### src/rtl/inverse_coretransform.sv
// Inverse H.264 4x4 integer core transform: row pass, column pass, then four output rows.
// Optional macro INVTX_SCALE_EN adds the (x+32)>>>6 final rounding shift before 8-bit saturation.
module inverse_coretransform (
  input  logic         clk,
  input  logic         rst_n,
  input  logic         quantize_ready,
  input  logic [127:0] quantize_data,
  output logic [31:0]  residual_flat,
  output logic         residual_ready,
  output logic         invtx_busy,
  output logic         overrun
);

  typedef enum logic [1:0] {IDLE, ROW, COL, OUT} state_t;

  state_t            state, state_nxt;
  logic [1:0]        idx, idx_nxt;
  logic signed [13:0] w [16];
  logic signed [13:0] d [4];
  logic signed [13:0] f [4];
  logic signed [13:0] e0, e1, e2, e3;
  logic [31:0]       out_row;

  function automatic logic signed [14:0] scale(input logic signed [13:0] x);
    logic signed [14:0] y;
    y = 15'(x);
`ifdef INVTX_SCALE_EN
    y = (y + 15'sd32) >>> 6;
`endif
    return y;
  endfunction

  function automatic logic [7:0] sat8(input logic signed [14:0] y);
    if (y > 15'sd127)
      return 8'h7f;
    else if (y < -15'sd128)
      return 8'h80;
    else
      return y[7:0];
  endfunction

  // Operand select: rows in ROW/OUT, columns in COL, all indexed by idx.
  always_comb begin
    for (int k = 0; k < 4; k++) begin
      if (state == COL)
        d[k] = w[{2'(k), idx}];
      else
        d[k] = w[{idx, 2'(k)}];
    end
    e0 = d[0] + d[2];
    e1 = d[0] - d[2];
    e2 = (d[1] >>> 1) - d[3];
    e3 = d[1] + (d[3] >>> 1);
    f[0] = e0 + e3;
    f[1] = e1 + e2;
    f[2] = e1 - e2;
    f[3] = e0 - e3;
    out_row = '0;
    for (int k = 0; k < 4; k++)
      out_row[8*k +: 8] = sat8(scale(d[k]));
  end

  always_comb begin
    state_nxt = state;
    idx_nxt   = idx;
    case (state)
      IDLE: begin
        if (quantize_ready) begin
          state_nxt = ROW;
          idx_nxt   = 2'd0;
        end
      end
      ROW: begin
        idx_nxt = idx + 2'd1;
        if (idx == 2'd3) state_nxt = COL;
      end
      COL: begin
        idx_nxt = idx + 2'd1;
        if (idx == 2'd3) state_nxt = OUT;
      end
      OUT: begin
        idx_nxt = idx + 2'd1;
        if (idx == 2'd3) state_nxt = IDLE;
      end
      default: state_nxt = IDLE;
    endcase
  end

  always_ff @(posedge clk or negedge rst_n) begin
    if (!rst_n) begin
      state          <= IDLE;
      idx            <= 2'd0;
      residual_flat  <= '0;
      residual_ready <= 1'b0;
      invtx_busy     <= 1'b0;
      overrun        <= 1'b0;
      for (int k = 0; k < 16; k++)
        w[k] <= '0;
    end else begin
      state          <= state_nxt;
      idx            <= idx_nxt;
      invtx_busy     <= (state != IDLE);
      overrun        <= overrun | (quantize_ready && (state != IDLE));
      residual_ready <= (state == OUT);
      case (state)
        IDLE: begin
          if (quantize_ready)
            for (int k = 0; k < 16; k++)
              w[k] <= 14'(signed'(quantize_data[8*k +: 8]));
        end
        ROW: begin
          for (int k = 0; k < 4; k++)
            w[{idx, 2'(k)}] <= f[k];
        end
        COL: begin
          for (int k = 0; k < 4; k++)
            w[{2'(k), idx}] <= f[k];
        end
        OUT: residual_flat <= out_row;
        default: ;
      endcase
    end
  end

endmodule

### config.mk
export PLATFORM = sky130hd
export DESIGN_NAME = inverse_coretransform
export DESIGN_NICKNAME = d
export VERILOG_FILES = /design/src/rtl/inverse_coretransform.sv
export SDC_FILE = /design/constraint.sdc
export NUM_CORES = 1
export LEC_CHECK = 0
export CAP_MARGIN = 20
export CORE_MARGIN = 2
export CORE_UTILIZATION = 35
export CTS_CLUSTER_SIZE = 28
export DETAILED_ROUTE_END_ITERATION = 8
export PLACE_DENSITY = 0.59
export SLEW_MARGIN = 30
export SYNTH_ARGS = -nofsm -noshare
export SYNTH_HDL_FRONTEND = slang
export SYNTH_SLANG_ARGS = --single-unit
### constraint.sdc
create_clock -name clk -period 9.9 [get_ports clk]
set_input_delay 1.98 -clock clk [delete_from_list [all_inputs] [get_ports clk]]
set_output_delay 1.98 -clock clk [all_outputs]
set_load 0.02 [all_outputs]
==> flow_metrics.tcl <==
set metrics [dict create \
    global_route.usage.total 0.2785 \
    ys_ff_latch 263 \
    critical_path.top_delay_family "compound AO/OA/AOI/OAI gates" \
    timing.critical_path.fanout_max 42 \
    critical_path.startpoint "state[0]" \
    postSynthCellCount 3000 \
    path_category_of_the_worst_min_delay_check "reg -> reg" \
    yosysMostFrequentCell "sky130_fd_sc_hd__o21ai_0" \
    route.detailed.wl_per_inst_um 25.48 \
    vias 24296 \
    yosysWarnings 0 \
    hold_path_depth 1 \
    routabilityCongestion 0.9429 \
    regToRegStartpoint "state[0]" \
    worst_setup_path_start_kind "register" \
    start_util 0.3523 \
    std_cell_rows 95 \
    synth_sequential_area_ratio 0.2786 \
    final-setup-viol-count 0 \
    fmax_mhz 133.9 \
    crit_slowest_cell "sky130_fd_sc_hd__ha_4" \
    finalMaxSlewViolations 0 \
    hold_path_startpoint "overrun" \
    cts_setup_buffers 0 \
    timing.setup.critical_path_class "reg -> reg" \
    timing.critical_path.to_type "register" \
    tritoncts "done" \
    critical_path_required_ns 10.34 \
    first_global_vias 22255 \
    design.core.area_um2 67040 \
    grt_antenna_before_repair 6 \
    status "finished, final reports clean" \
    detailedPlacementHpwl_um 70020 \
    detail_route.drc_violations 0 \
    netlist_top_cells_count "437 x sky130_fd_sc_hd__o21ai_0, 329 x sky130_fd_sc_hd__a21oi_1, 294 x sky130_fd_sc_hd__nand2_1" \
    final.min_clock_period_ns 7.470 \
    first_pass_iters 6 \
    layout-area-overhead-vs-synth_pct 14.84 \
    critical_path.n_buffers_inverters 4 \
    die_area_um2 69580 \
    worst_slew_pin_slew_ns 1.129 \
    vias_per_cell 6.209 \
    tritoncts.num_buffers 36 \
    initialDrtViolationCount 3050 \
    clock-skew-final_ns 0.03545 \
    rr_endpoint "w[96]" \
    die_width_um 263.8 \
    slowest_cell_delay_on_critical_path_ns 0.56 \
    drt_wl_total_um 99690 \
    rrSetupSlack_ns 2.43 \
    mappedNetlistArea_um2 23620 \
    avgSynthCellArea_um2 7.873 \
    timing.final.crit_share 0.7546 \
    critical_path_arrival_ns 7.91 \
    clock_tree.htree_level_count 2 \
    synth.top_cells.by_area "sky130_fd_sc_hd__dfrtp_1 28%, sky130_fd_sc_hd__o21ai_0 9.3%, sky130_fd_sc_hd__a21oi_1 7.0%" \
    global_route.overflow_total 0 \
    tns_ns 0 \
    synth.lib_cells_used.distinct 81 \
    rsz_0062_raised_after_global_routing "no" \
    die-height_um 263.8 \
    route.antenna.remaining_nets 0 \
    synth_top_cell_by_area "sky130_fd_sc_hd__dfrtp_1" \
    clock_slew_at_the_register_clock_pins_of_the_worst_setup_and_hold_paths_ns 0.05 \
    layout.nets 3266 \
    clock-root-buffer "sky130_fd_sc_hd__clkbuf_16" \
    tritoncts_num_sinks 263 \
    relative_slew_slack 0.2392 \
    pin_count 166 \
    grt_start_max_net_pins 158 \
    hold_end "overrun" \
    grt_pass1_wl_um 147900 \
    number_of_enable_type_register_cells_in_the_synthesized_netlist 0 \
    ys_dominant_reg_cell "sky130_fd_sc_hd__dfrtp_1" \
    synth.top_cell.area_share 0.2786 \
    port-buffer-count 165 \
    drive_above_1_share 0.07275 \
    finalHoldViolCount 0 \
    nFillCells 6834 \
    async_sr_flop_fraction 1.000 \
    reg2regPathDepth 27 \
    maxCapViolations 0 \
    cts_max_path_buffers 3 \
    postCtsHoldBufs 0 \
    cts_repair_resize_count 0 \
    total_nets_after_synthesis 3252 \
    clock_insertion_delay_worst_skew_ns 0.58 \
]
## cell type report
type | instances | area, um2 | share of cell area
flip-flops and latches | 263 | 6586 | 0.2428
repair buffers | 212 | 2074 | 0.07648
multi-input cells | 2352 | 15700 | 0.5787
well taps | 873 | 1092 | 0.04027
clock inverters | 6 | 41.29 | 0.001522
inverters | 149 | 560.5 | 0.02067
diodes | 2 | 5.005 | 0.0001845
clock buffers | 56 | 1067 | 0.03935
## through the flow
step / setup slack [ns] / hold slack, ns / cells / cell area, um2 / utilization
6_report: 2.430 / 0.4621 / 3913 / 27120 / 0.4046
5_1_grt: 1.943 / 0.5018 / 3911 / 27120 / 0.4045
4_1_cts: 2.523 / 0.4657 / 3909 / 27060 / 0.4036
3_5_place_dp: 2.574 / 0.4441 / 3847 / 25950 / 0.3871
3_3_place_gp: 2.572 / 0.4631 / 3847 / 25890 / 0.3862
2_1_floorplan: 3.436 / 0.4446 / 3000 / 23620 / -
## cell families (layout without fill, tap and decap cells)
family | after synthesis | in the layout | synth area share
AO/OA/AOI/OAI | 1223 | 1223 | 0.3136
flip-flops | 263 | 263 | 0.2786
XOR/XNOR | 94 | 94 | 0.04079
multiplexers | 160 | 160 | 0.09832
AND/OR/NAND/NOR | 754 | 754 | 0.1379
buffers and inverters | 385 | 423 | 0.06415
other | 0 | 2 | 0
adder cells (fa/ha/maj) | 121 | 121 | 0.06664
## layout by cell type, fill, tap and decap left out, types with 12 or more instances in the layout
| cell | instances |
|---|---|
| sky130_fd_sc_hd__o21ai_1 | 17 |
| sky130_fd_sc_hd__mux4_2 | 55 |
| sky130_fd_sc_hd__inv_1 | 144 |
| sky130_fd_sc_hd__a22oi_1 | 15 |
| sky130_fd_sc_hd__xor2_1 | 16 |
| sky130_fd_sc_hd__nand2_1 | 294 |
| sky130_fd_sc_hd__and2_1 | 28 |
| sky130_fd_sc_hd__nor2_1 | 261 |
| sky130_fd_sc_hd__clkbuf_1 | 12 |
| sky130_fd_sc_hd__a21oi_1 | 329 |
| sky130_fd_sc_hd__ha_1 | 105 |
| sky130_fd_sc_hd__nand2b_1 | 17 |
| sky130_fd_sc_hd__o22ai_1 | 17 |
| sky130_fd_sc_hd__o22a_1 | 19 |
| sky130_fd_sc_hd__a211oi_1 | 20 |
| sky130_fd_sc_hd__o21a_1 | 12 |
| sky130_fd_sc_hd__clkbuf_16 | 37 |
| sky130_fd_sc_hd__dfrtp_1 | 261 |
| sky130_fd_sc_hd__o211ai_1 | 109 |
| sky130_fd_sc_hd__buf_4 | 43 |
| sky130_fd_sc_hd__nand3_1 | 25 |
| sky130_fd_sc_hd__o21bai_1 | 21 |
| sky130_fd_sc_hd__a21o_1 | 40 |
| sky130_fd_sc_hd__a31oi_1 | 35 |
| sky130_fd_sc_hd__o31ai_1 | 23 |
| sky130_fd_sc_hd__nor3_1 | 46 |
| sky130_fd_sc_hd__xnor2_1 | 61 |
| sky130_fd_sc_hd__o21ai_0 | 435 |
| sky130_fd_sc_hd__a221o_1 | 14 |
| sky130_fd_sc_hd__nor2b_1 | 35 |
| sky130_fd_sc_hd__clkdlybuf4s50_1 | 164 |
| sky130_fd_sc_hd__o221ai_1 | 23 |
| sky130_fd_sc_hd__a22o_1 | 25 |
| sky130_fd_sc_hd__mux2i_1 | 91 |
## metal layers
layer  vias to the layer above  global-route usage  part of all wire
li1                      10920                   -                 -
met1                     11864              0.4010              0.43
met2                      1325              0.4123              0.43
met3                       185             0.06217              0.11
met4                         2             0.08891             0.033
met5                         -                   0           0.00011
## registers in the layout, summed over array words and instances (netlist names)
name,cells
residual_ready,1
w,224
residual_flat,32
invtx_busy,1
overrun,1
state,2
idx,2
## how the worst max path moves through the flow
stage                     endpoint  depth (start not counted)
after detailed placement     w[96]                         27
after global routing         w[96]                         27
final                        w[96]                         27
after floorplan              w[94]                         34
after CTS                    w[96]                         27
after global placement       w[95]                         27
Power is left out: the tool's default activity adds up to more than one toggle a clock period on the data nets, which glitch-free logic cannot reach.
